## src/rtl/smc777_kb_pkg.sv

```systemverilog
// Shared scancode constants, key event type and letter helpers for the SMC-777 keyboard front end.
package smc777_kb_pkg;

  localparam logic [7:0] SC_LSHIFT = 8'h12;
  localparam logic [7:0] SC_RSHIFT = 8'h59;
  localparam logic [7:0] SC_CTRL   = 8'h14;
  localparam logic [7:0] SC_CAPS   = 8'h58;
  localparam logic [7:0] SC_F10    = 8'h09;
  localparam logic [7:0] KC_NONE   = 8'h00;

  typedef struct packed {
    logic       make;
    logic       ext;
    logic [7:0] scancode;
  } kb_event_t;

  // Lower-case ASCII of a set-2 letter scancode, KC_NONE for anything else.
  function automatic logic [7:0] kb_letter(input logic [7:0] sc);
    case (sc)
      8'h1C: kb_letter = 8'h61;  8'h32: kb_letter = 8'h62;  8'h21: kb_letter = 8'h63;
      8'h23: kb_letter = 8'h64;  8'h24: kb_letter = 8'h65;  8'h2B: kb_letter = 8'h66;
      8'h34: kb_letter = 8'h67;  8'h33: kb_letter = 8'h68;  8'h43: kb_letter = 8'h69;
      8'h3B: kb_letter = 8'h6A;  8'h42: kb_letter = 8'h6B;  8'h4B: kb_letter = 8'h6C;
      8'h3A: kb_letter = 8'h6D;  8'h31: kb_letter = 8'h6E;  8'h44: kb_letter = 8'h6F;
      8'h4D: kb_letter = 8'h70;  8'h15: kb_letter = 8'h71;  8'h2D: kb_letter = 8'h72;
      8'h1B: kb_letter = 8'h73;  8'h2C: kb_letter = 8'h74;  8'h3C: kb_letter = 8'h75;
      8'h2A: kb_letter = 8'h76;  8'h1D: kb_letter = 8'h77;  8'h22: kb_letter = 8'h78;
      8'h35: kb_letter = 8'h79;  8'h1A: kb_letter = 8'h7A;
      default: kb_letter = KC_NONE;
    endcase
  endfunction

  function automatic logic is_modifier(input logic [7:0] sc);
    is_modifier = (sc == SC_LSHIFT) || (sc == SC_RSHIFT) || (sc == SC_CTRL) ||
                  (sc == SC_CAPS) || (sc == SC_F10);
  endfunction

endpackage

```

## src/rtl/smc777_keymap.sv

```systemverilog
// Combinational key ROM: PS/2 set-2 scancode plus modifiers to an 8-bit SMC-777 key code.
module smc777_keymap
  import smc777_kb_pkg::*;
(
  input  logic [7:0] i_scancode,
  input  logic       i_ext,
  input  logic       i_shift,
  input  logic       i_ctrl,
  output logic [7:0] o_code
);

  logic [7:0] w_letter_ch;
  logic       w_letter;
  logic [7:0] w_lo;
  logic [7:0] w_hi;
  logic [7:0] w_sel;

  assign w_letter_ch = kb_letter(i_scancode);
  assign w_letter    = ~i_ext & (w_letter_ch != KC_NONE);

  // Unshifted / shifted code pair for the pressed key; KC_NONE marks unmapped keys.
  always_comb begin
    w_lo = KC_NONE;
    w_hi = KC_NONE;
    if (i_ext) begin
      case (i_scancode)
        8'h75:   begin w_lo = 8'h1E; w_hi = 8'h1E; end
        8'h72:   begin w_lo = 8'h1F; w_hi = 8'h1F; end
        8'h6B:   begin w_lo = 8'h1D; w_hi = 8'h1D; end
        8'h74:   begin w_lo = 8'h1C; w_hi = 8'h1C; end
        8'h71:   begin w_lo = 8'h7F; w_hi = 8'h7F; end
        8'h5A:   begin w_lo = 8'h0D; w_hi = 8'h0D; end
        8'h4A:   begin w_lo = 8'h2F; w_hi = 8'h2F; end
        default: begin w_lo = KC_NONE; w_hi = KC_NONE; end
      endcase
    end else if (w_letter) begin
      w_lo = w_letter_ch;
      w_hi = w_letter_ch - 8'h20;
    end else begin
      case (i_scancode)
        8'h16:   begin w_lo = 8'h31; w_hi = 8'h21; end
        8'h1E:   begin w_lo = 8'h32; w_hi = 8'h40; end
        8'h26:   begin w_lo = 8'h33; w_hi = 8'h23; end
        8'h25:   begin w_lo = 8'h34; w_hi = 8'h24; end
        8'h2E:   begin w_lo = 8'h35; w_hi = 8'h25; end
        8'h36:   begin w_lo = 8'h36; w_hi = 8'h5E; end
        8'h3D:   begin w_lo = 8'h37; w_hi = 8'h26; end
        8'h3E:   begin w_lo = 8'h38; w_hi = 8'h2A; end
        8'h46:   begin w_lo = 8'h39; w_hi = 8'h28; end
        8'h45:   begin w_lo = 8'h30; w_hi = 8'h29; end
        8'h4E:   begin w_lo = 8'h2D; w_hi = 8'h5F; end
        8'h55:   begin w_lo = 8'h3D; w_hi = 8'h2B; end
        8'h54:   begin w_lo = 8'h5B; w_hi = 8'h7B; end
        8'h5B:   begin w_lo = 8'h5D; w_hi = 8'h7D; end
        8'h4C:   begin w_lo = 8'h3B; w_hi = 8'h3A; end
        8'h52:   begin w_lo = 8'h27; w_hi = 8'h22; end
        8'h0E:   begin w_lo = 8'h60; w_hi = 8'h7E; end
        8'h5D:   begin w_lo = 8'h5C; w_hi = 8'h7C; end
        8'h41:   begin w_lo = 8'h2C; w_hi = 8'h3C; end
        8'h49:   begin w_lo = 8'h2E; w_hi = 8'h3E; end
        8'h4A:   begin w_lo = 8'h2F; w_hi = 8'h3F; end
        8'h29:   begin w_lo = 8'h20; w_hi = 8'h20; end
        8'h5A:   begin w_lo = 8'h0D; w_hi = 8'h0D; end
        8'h66:   begin w_lo = 8'h08; w_hi = 8'h08; end
        8'h76:   begin w_lo = 8'h1B; w_hi = 8'h1B; end
        8'h0D:   begin w_lo = 8'h09; w_hi = 8'h09; end
        default: begin w_lo = KC_NONE; w_hi = KC_NONE; end
      endcase
    end
  end

  // Ctrl folds letters and the @.._ column down to control codes.
  always_comb begin
    w_sel = i_shift ? w_hi : w_lo;
    if (i_ctrl && (w_letter || ((w_sel >= 8'h40) && (w_sel <= 8'h5F)))) begin
      o_code = w_sel & 8'h1F;
    end else begin
      o_code = w_sel;
    end
  end

endmodule

```

## src/rtl/smc777_kbd_fifo.sv

```systemverilog
// SMC-777 keyboard front end: PS/2 event detect, modifier tracking, key translation
// and a small key-code FIFO popped by the core.
module smc777_kbd_fifo
  import smc777_kb_pkg::*;
#(
  parameter int FIFO_AW = 3
) (
  input  logic        clk,
  input  logic        reset,
  input  logic [10:0] ps2_key,
  input  logic        kb_rd,
  input  logic        kb_ovf_clr,
  output logic [7:0]  kb_data,
  output logic        kb_valid,
  output logic        kb_ovf,
  output logic        mod_shift,
  output logic        mod_ctrl,
  output logic        caps_lock,
  output logic        break_key
);

  localparam int               DEPTH    = 1 << FIFO_AW;
  localparam logic [FIFO_AW:0] FULL_CNT = {1'b1, {FIFO_AW{1'b0}}};

  logic               r_old_tgl;
  logic               r_primed;
  logic               r_s1_ev;
  kb_event_t          r_s1_key;
  logic               r_s2_push;
  logic [7:0]         r_s2_code;
  logic               r_shift_l;
  logic               r_shift_r;
  logic               r_ctrl;
  logic               r_caps;
  logic               r_brk;
  logic [7:0]         r_mem [DEPTH];
  logic [FIFO_AW-1:0] r_wr_ptr;
  logic [FIFO_AW-1:0] r_rd_ptr;
  logic [FIFO_AW:0]   r_count;
  logic               r_ovf;

  logic               w_ev;
  logic               w_letter;
  logic               w_shift_eff;
  logic [7:0]         w_code;
  logic               w_push_req;
  logic               w_full;
  logic               w_pop;
  logic               w_wr;
  logic               w_drop;

  // The first clock after reset only samples the strobe, so a strobe already high is not an event.
  assign w_ev = r_primed & (ps2_key[10] ^ r_old_tgl);

  always_ff @(posedge clk or posedge reset) begin
    if (reset) begin
      r_old_tgl <= 1'b0;
      r_primed  <= 1'b0;
      r_s1_ev   <= 1'b0;
      r_s1_key  <= '0;
    end else begin
      r_old_tgl <= ps2_key[10];
      r_primed  <= 1'b1;
      r_s1_ev   <= w_ev;
      r_s1_key  <= ps2_key[9:0];
    end
  end

  always_ff @(posedge clk or posedge reset) begin
    if (reset) begin
      r_shift_l <= 1'b0;
      r_shift_r <= 1'b0;
      r_ctrl    <= 1'b0;
      r_caps    <= 1'b0;
      r_brk     <= 1'b0;
    end else if (r_s1_ev) begin
      case (r_s1_key.scancode)
        SC_LSHIFT: r_shift_l <= r_s1_key.make;
        SC_RSHIFT: r_shift_r <= r_s1_key.make;
        SC_CTRL:   r_ctrl    <= r_s1_key.make;
        SC_CAPS:   r_caps    <= r_caps ^ r_s1_key.make;
        SC_F10:    r_brk     <= r_s1_key.make;
        default:   r_brk     <= r_brk;
      endcase
    end
  end

  // Lookup sees modifier state from before this event; modifiers update at the same edge.
  assign w_letter    = ~r_s1_key.ext & (kb_letter(r_s1_key.scancode) != KC_NONE);
  assign w_shift_eff = mod_shift ^ (r_caps & w_letter);
  assign w_push_req  = r_s1_ev & r_s1_key.make & ~is_modifier(r_s1_key.scancode) &
                       (w_code != KC_NONE);

  smc777_keymap u_keymap (
    .i_scancode (r_s1_key.scancode),
    .i_ext      (r_s1_key.ext),
    .i_shift    (w_shift_eff),
    .i_ctrl     (r_ctrl),
    .o_code     (w_code)
  );

  always_ff @(posedge clk or posedge reset) begin
    if (reset) begin
      r_s2_push <= 1'b0;
      r_s2_code <= KC_NONE;
    end else begin
      r_s2_push <= w_push_req;
      r_s2_code <= w_code;
    end
  end

  // A pop in the same cycle frees the head slot, so a push into a full FIFO still lands.
  assign w_full = (r_count == FULL_CNT);
  assign w_pop  = kb_rd & (r_count != '0);
  assign w_wr   = r_s2_push & (~w_full | w_pop);
  assign w_drop = r_s2_push & w_full & ~w_pop;

  always_ff @(posedge clk or posedge reset) begin
    if (reset) begin
      for (int i = 0; i < DEPTH; i++) r_mem[i] <= 8'h00;
      r_wr_ptr <= '0;
      r_rd_ptr <= '0;
      r_count  <= '0;
    end else begin
      if (w_wr) begin
        r_mem[r_wr_ptr] <= r_s2_code;
        r_wr_ptr        <= r_wr_ptr + FIFO_AW'(1);
      end
      if (w_pop) begin
        r_rd_ptr <= r_rd_ptr + FIFO_AW'(1);
      end
      case ({w_wr, w_pop})
        2'b10:   r_count <= r_count + (FIFO_AW+1)'(1);
        2'b01:   r_count <= r_count - (FIFO_AW+1)'(1);
        default: r_count <= r_count;
      endcase
    end
  end

  always_ff @(posedge clk or posedge reset) begin
    if (reset) begin
      r_ovf <= 1'b0;
    end else if (w_drop) begin
      r_ovf <= 1'b1;
    end else if (kb_ovf_clr) begin
      r_ovf <= 1'b0;
    end
  end

  assign kb_data   = r_mem[r_rd_ptr];
  assign kb_valid  = (r_count != '0);
  assign kb_ovf    = r_ovf;
  assign mod_shift = r_shift_l | r_shift_r;
  assign mod_ctrl  = r_ctrl;
  assign caps_lock = r_caps;
  assign break_key = r_brk;

endmodule

```

## config.mk

```make
export PLATFORM = sky130hd
export DESIGN_NAME = smc777_kbd_fifo
export DESIGN_NICKNAME = d
export VERILOG_FILES = /design/src/rtl/smc777_kb_pkg.sv /design/src/rtl/smc777_keymap.sv /design/src/rtl/smc777_kbd_fifo.sv
export SDC_FILE = /design/constraint.sdc
export NUM_CORES = 1
export LEC_CHECK = 0
export BUFFER_PORTS_ARGS = -buffer_cell sky130_fd_sc_hd__buf_4
export CAP_MARGIN = 20
export CELL_PAD_IN_SITES_DETAIL_PLACEMENT = 0
export CELL_PAD_IN_SITES_GLOBAL_PLACEMENT = 1
export CORE_MARGIN = 5
export CORE_UTILIZATION = 50
export CTS_CLUSTER_DIAMETER = 200
export DETAILED_ROUTE_END_ITERATION = 6
export PLACE_DENSITY_LB_ADDON = 0.1
export REMOVE_ABC_BUFFERS = 1
export SLEW_MARGIN = 20
export SYNTH_ARGS = -nofsm -noshare
export SYNTH_HDL_FRONTEND = slang
export SYNTH_SLANG_ARGS = --single-unit
export TNS_END_PERCENT = 30
```

## constraint.sdc

```tcl
create_clock -name clk -period 4.4 [get_ports clk]
set_input_delay 0.66 -clock clk [delete_from_list [all_inputs] [get_ports clk]]
set_output_delay 0.66 -clock clk [all_outputs]
set_load 0.02 [all_outputs]
```

Word level (Yosys, flattened, before mapping)
Memory sizes are Yosys's and may differ from the RTL's.
Cells that the tools add are included.
Word-level totals
  output and inout bits: 14
  memories kept: 3
  register bits: 102
  word-level logic and storage cells: 113
  ROM bits: 3584
  bits of input ports: 15
Operators by class
  reductions and logical operators: 19
  eq/ne operators: 15
  bitwise operators: 22
  multiplexer cells: 19
  $add $sub $neg: 5
  order comparisons: 5
Memory list
  (no name shown): words 128, width 14, read ports 1, clocked after memory_dff 0, wr ports 0, line smc777_keymap.sv:40  | case (i_scancode)
  (no name shown): words 128, width 7, read ports 1, clocked after memory_dff 0, wr ports 0, line smc777_kb_pkg.sv:19  | case (sc)
  (no name shown): words 128, width 7, read ports 1, clocked after memory_dff 0, wr ports 0, line smc777_kb_pkg.sv:19
Operators with widths (count)
  8-bit two-way mux: 11
  8-bit by 7-bit equality test with 1-bit output (second input constant): 9
  64-bit bitwise mux: 1
  7-bit one-hot mux with 7 select lines: 1
  8-bit binary-select mux with 3-bit select: 1
  8-bit demux with 3-bit select: 1
  8-bit nonzero test: 3
  8-bit by 5-bit equality test with 1-bit output (second input constant): 2
  16-bit two-way mux: 1
  1-bit AND: 11
  2-bit AND reduction: 5
  8-bit by 4-bit equality test with 1-bit output (second input constant): 1
  4-bit >= comparator (second input constant): 2
  8-bit by 7-bit >= comparator with 1-bit output (second input constant): 1
  8-bit by 7-bit less-or-equal comparator with 1-bit output (second input constant): 1
  3-bit NOT with 4-bit output: 2
  4-bit one-hot mux with 2 select lines: 1
  8-bit by 6-bit subtractor with 8-bit output (second input constant): 1
  3-bit by 1-bit adder with 3-bit output (second input constant): 2
  1-bit logical OR: 5
  4-bit by 1-bit adder with 4-bit output (second input constant): 1
  4-bit equality test (second input constant): 1
  4-bit by 1-bit < comparator with 1-bit output (second input constant): 1
  1-bit NOT: 4
  other kinds (9): 16

Depth between registers and ports, before layout
An unclocked memory read counts as a cell.
  depth in word-level cells: 14
  gate-level depth with buffers: 13
  gate-level depth less buffers: 11

Cells and area by module
Synthesis repeated with hierarchy kept, for this count alone.
Second synthesis, totals
  cell total of the unflattened synthesis: 632
  area, all modules: 6777.8 µm²
By module, submodules not included
  smc777_kbd_fifo: times used 1, cells an instance 350, seq. area each 2552.4 µm², area an instance 4845.9 µm²
  smc777_keymap: times used 1, cells an instance 282, seq. area each 0.0 µm², area an instance 1931.9 µm²

Worst setup path before layout
No wires, ideal clock.
  path type: flip-flop to flip-flop
  start: reg r_s1_key[1] (netlist bit)
  end: reg r_s2_push
  stages on the path, launching flop included: 13
  arrival time: 2931 ps
  path buffers: 1
  path slack: 1350 ps
  period minus slack after synthesis: 3050 ps
  path through: dfrtp_1 inv_1 ha_1 buf_2 mux2_4 o221a_1 o221ai_1 and3b_1 nand3_1 a2111oi_0 nor4_1 a211o_1 o21a_1
Between the ends
  word-level cells in the longest chain between the ends: 14
  elaborated cells between the ends (all ways): 45
Ends and longest elaborated chain
  start, declared: line smc777_kbd_fifo.sv:28  | kb_event_t r_s1_key;
  start signal, assigned: line smc777_kbd_fifo.sv:65  | r_s1_key <= ps2_key[9:0];
  branches (longest 13 deep; another with 8-bit by 6-bit subtractor with 8-bit output)
  1-bit AND *: line smc777_kbd_fifo.sv:91  | assign w_push_req = r_s1_ev & r_s1_key.make & ~is_modifier(r_s1_key.scancode) &
  net w_push_req: line smc777_kbd_fifo.sv:46  | logic w_push_req;
  end signal, assigned: line smc777_kbd_fifo.sv:107  | r_s2_push <= w_push_req;
  end, declared: line smc777_kbd_fifo.sv:29  | logic r_s2_push;
Mark *: on every way through the listed nets, which the timed path passes.
A chain may end at the register's enable or synchronous reset.

Final worst setup path
  start: reg r_s1_key[3] (netlist bit)
  end: reg r_s2_push
The elaborated chain is that of the path after synthesis.

==> run_results.csv <==
group,metric,value,unit
setup_path,worstPathArrival,3990,ps
global_routing,grt_pass1_wl,27600,um
routing,first_pass_iters,5,
timing,grt_setup_unrepaired,"false",
clock_network,root_buffer,"clkbuf_16",
routing,drc_errors,0,
timing,fin_crit_sh,85.3,%
clock_network,ctsResizeCount,0,
setup_path,cp.depth,10,
setup_path,worst_path_largest_cell_delay,1090,ps
setup_path,crit_buf_inv,1,
finish,fin_util,55.7,%
global_routing,grt_pass1_vias,5025,
logic_synthesis,syn_avg_cell_area,10.7,um^2
setup_path,rr_startpoint,"r_s1_key[3]$_DFF_PP0_",
placed_design,place_ws,782,ps
timing,timing.final.ws_setup,649,ps
routing,ant_nets,0,
routing,drt_iter0_drc,613,
worst_hold_path,holdPathStages,1,
clock_network,insertion_delay,350,ps
timing,worstMarginPinSlew,1130,ps
logic_synthesis,synth_top_family_by_area,"multiplexers",
floorplan,die_h,122,um
setup_path,crit_path_cell_trace,"buf_4, mux2i_1, o211ai_1, a311o_1, a31o_2, a32oi_1, o31a_1, and3b_1, nand2_1, o21a_1",
global_routing,overflow,0,
power,total_power,0.00270,W
floorplan,io_pins,29,
timing,hold_viol_final,0,
timing,fmax,0.267,GHz
routing,wl_per_cell,21.5,um
global_routing,track_usage,23.8,%
finish,stdcell_count,783,
logic_synthesis,ys_warn_count,0,
setup_path,r2r_slack,650,ps
run,max_cap_viol_count,0,
setup_path,crit_path_max_fanout,34,
floorplan,die_x,122,um
finish,areaGrowthSynthToFinish,10.5,%
logic_synthesis,netlist_area,6310,um^2
logic_synthesis,yosys.area_share.adder,2.70,%
clock_network,clkTransAtPathRegs,70,ps
placed_design,place.gp.congestion,1.04,
routing,via_count,4987,
setup_path,crit_path_end_kind,"register",
floorplan,initial_utilization,50.4,%
clock_network,cts_hold_buf,0,
floorplan,dieArea,15000,um^2
placed_design,hpwl,11800,um
worst_hold_path,hold_path_class,"in -> reg",
logic_synthesis,synth_cell_types,74,
placed_design,place_inst,767,
logic_synthesis,synth-seq-cells,102,
setup_path,cp_data_required_time,4640,ps
global_routing,grt_max_degree,84,
logic_synthesis,ys.flop_type,"dfrtp_1",
clock_network,post_cts_buffers,0,
setup_path,start_kind,"register",
logic_synthesis,synth-async-reset-ratio,100,%
logic_synthesis,synth_compound_area_share,14.1,%
clock_network,cts.path.max_buffers,2,
clock_network,numClockSinks,102,
finish,mostFrequentLayoutCells,"dfrtp_1, mux2_2, buf_4",
placed_design,port-buffer-count,28,
timing,setup_violations,0,
timing,fin_worst_skew,8.08,ps
timing,finalMaxSlewViolations,0,
logic_synthesis,seq_area_frac_synth,40.5,%
finish,antenna_cells,0,
timing,fin_crit,3750,ps
routing,wirelength,16900,um
logic_synthesis,yosys.area_share.simple,14.4,%
power,leakage,3.09,nW
logic_synthesis,synth_top_area_share,40.5,%
worst_hold_path,min_from,"ps2_key[9]",
setup_path,worst_path_max_delay_cell,"dfrtp_1",
power,ir_drop,216,uV
logic_synthesis,synth_area_leaders,"dfrtp_1, mux2_2, mux4_2",
finish,drive_above_1_share,28.8,%
clock_network,cts_tree,"built",
clock_network,cts_max_level,3,
finish,fin_nets,634,
setup_path,startpoint,"r_s1_key[3]$_DFF_PP0_",
setup_path,critPathKind,"reg -> reg",
global_routing,antenna_found_initial,0,
logic_synthesis,yosys-mux-area-fraction,22.6,%
timing,setup-tns-final,0,ps
status,run_status,"finished, final reports clean",
logic_synthesis,yosysTopAreaCell,"dfrtp_1",
logic_synthesis,synth_edf_count,0,
power,power_density,388,nW/um^2
setup_path,crit_family,"compound AO/OA/AOI/OAI gates",
setup_path,r2r_cells,10,
finish,layout_commonest_cell,"dfrtp_1",
clock_network,cts-buffers-inserted,9,
floorplan,core,12500,um^2
logic_synthesis,synth_xor_area_share,1.53,%
logic_synthesis,synthCells,591,
floorplan,row_count,41,
routing,via_per_inst,6.37,
timing,slew_headroom,24.7,%
-- routing by layer --
| layer | up-vias | routed length (um) | global-route usage, % |
|---|---|---|---|
| li1 | 2250 | - | - |
| met1 | 2485 | 6890 | 29.8 |
| met2 | 184 | 8230 | 39.1 |
| met3 | 68 | 905 | 4.88 |
| met4 | 0 | 826 | 12.3 |
| met5 | - | 0 | 0 |
-- cell type report --
class | count | area (um^2)
Clock buffer | 10 | 239
Clock inverter | 6 | 51.3
Fill cell | 1105 | 5550
Inverter | 20 | 80.1
Multi-Input combinational cell | 429 | 3500
Sequential cell | 102 | 2550
Tap cell | 172 | 215
Timing Repair Buffer | 44 | 330
-- stage by stage --
stage / hold WS, ps / instance area (um^2)
global route: 394 / 6970
detailed placement: 444 / 6680
finish: 412 / 6970
CTS: 398 / 6970
global placement: 434 / 6680
floorplan: 428 / 6120
-- logic make-up (layout without fill, tap and decap cells) --
group,Yosys count,count (layout)
compound gates,125,125
xor+xnor,11,11
fa+ha+maj,13,13
buf+inv,60,80
flops,102,102
mux,112,112
other cells,1,1
simple gates,167,167
-- state kept, by name (all words and copies together) (netlist names), 3 cells and up --
register,cells
r_count,4
r_mem,64
r_wr_ptr,3
r_s2_code,8
r_s1_key,10
r_rd_ptr,3
-- report_power, final --
part	internal, W	switching [W]
Sequential	0.00106	0.000218
Combinational	0.000357	0.000297
Clock	0.000408	0.000364
-- synthesized netlist by cell type (4+ instances only) --
library cell and instances:
inv_1 16, o221ai_1 4, ha_1 12, mux4_2 16, a31oi_1 11, a211oi_1 6, buf_1 8, buf_2 11
nor3_1 20, mux2i_1 14, nor2_1 24, a311oi_1 4, clkbuf_1 17, a32oi_1 4, o22ai_1 4, o211ai_1 6
nand4_1 5, a21oi_1 24, dfrtp_1 102, nand3_1 16, xnor2_1 8, nand2_1 38, nor2b_1 5, nand2b_1 19
and3_1 4, o21a_1 4, mux2_2 80, nand3b_1 11, o21ai_0 24
-- final timing paths --
kind	end
max in group asynchronous	r_mem[43]$_DFFE_PP0P_
worst max register to register	r_s2_push$_DFF_PP0_
worst max-delay path	r_s2_push$_DFF_PP0_
worst min register to register	r_s1_ev$_DFF_PP0_
min in group asynchronous	r_s1_key[4]$_DFF_PP0_
worst min-delay path	r_s1_key[9]$_DFF_PP0_
No activity file was read; power rests on OpenSTA's default activity.
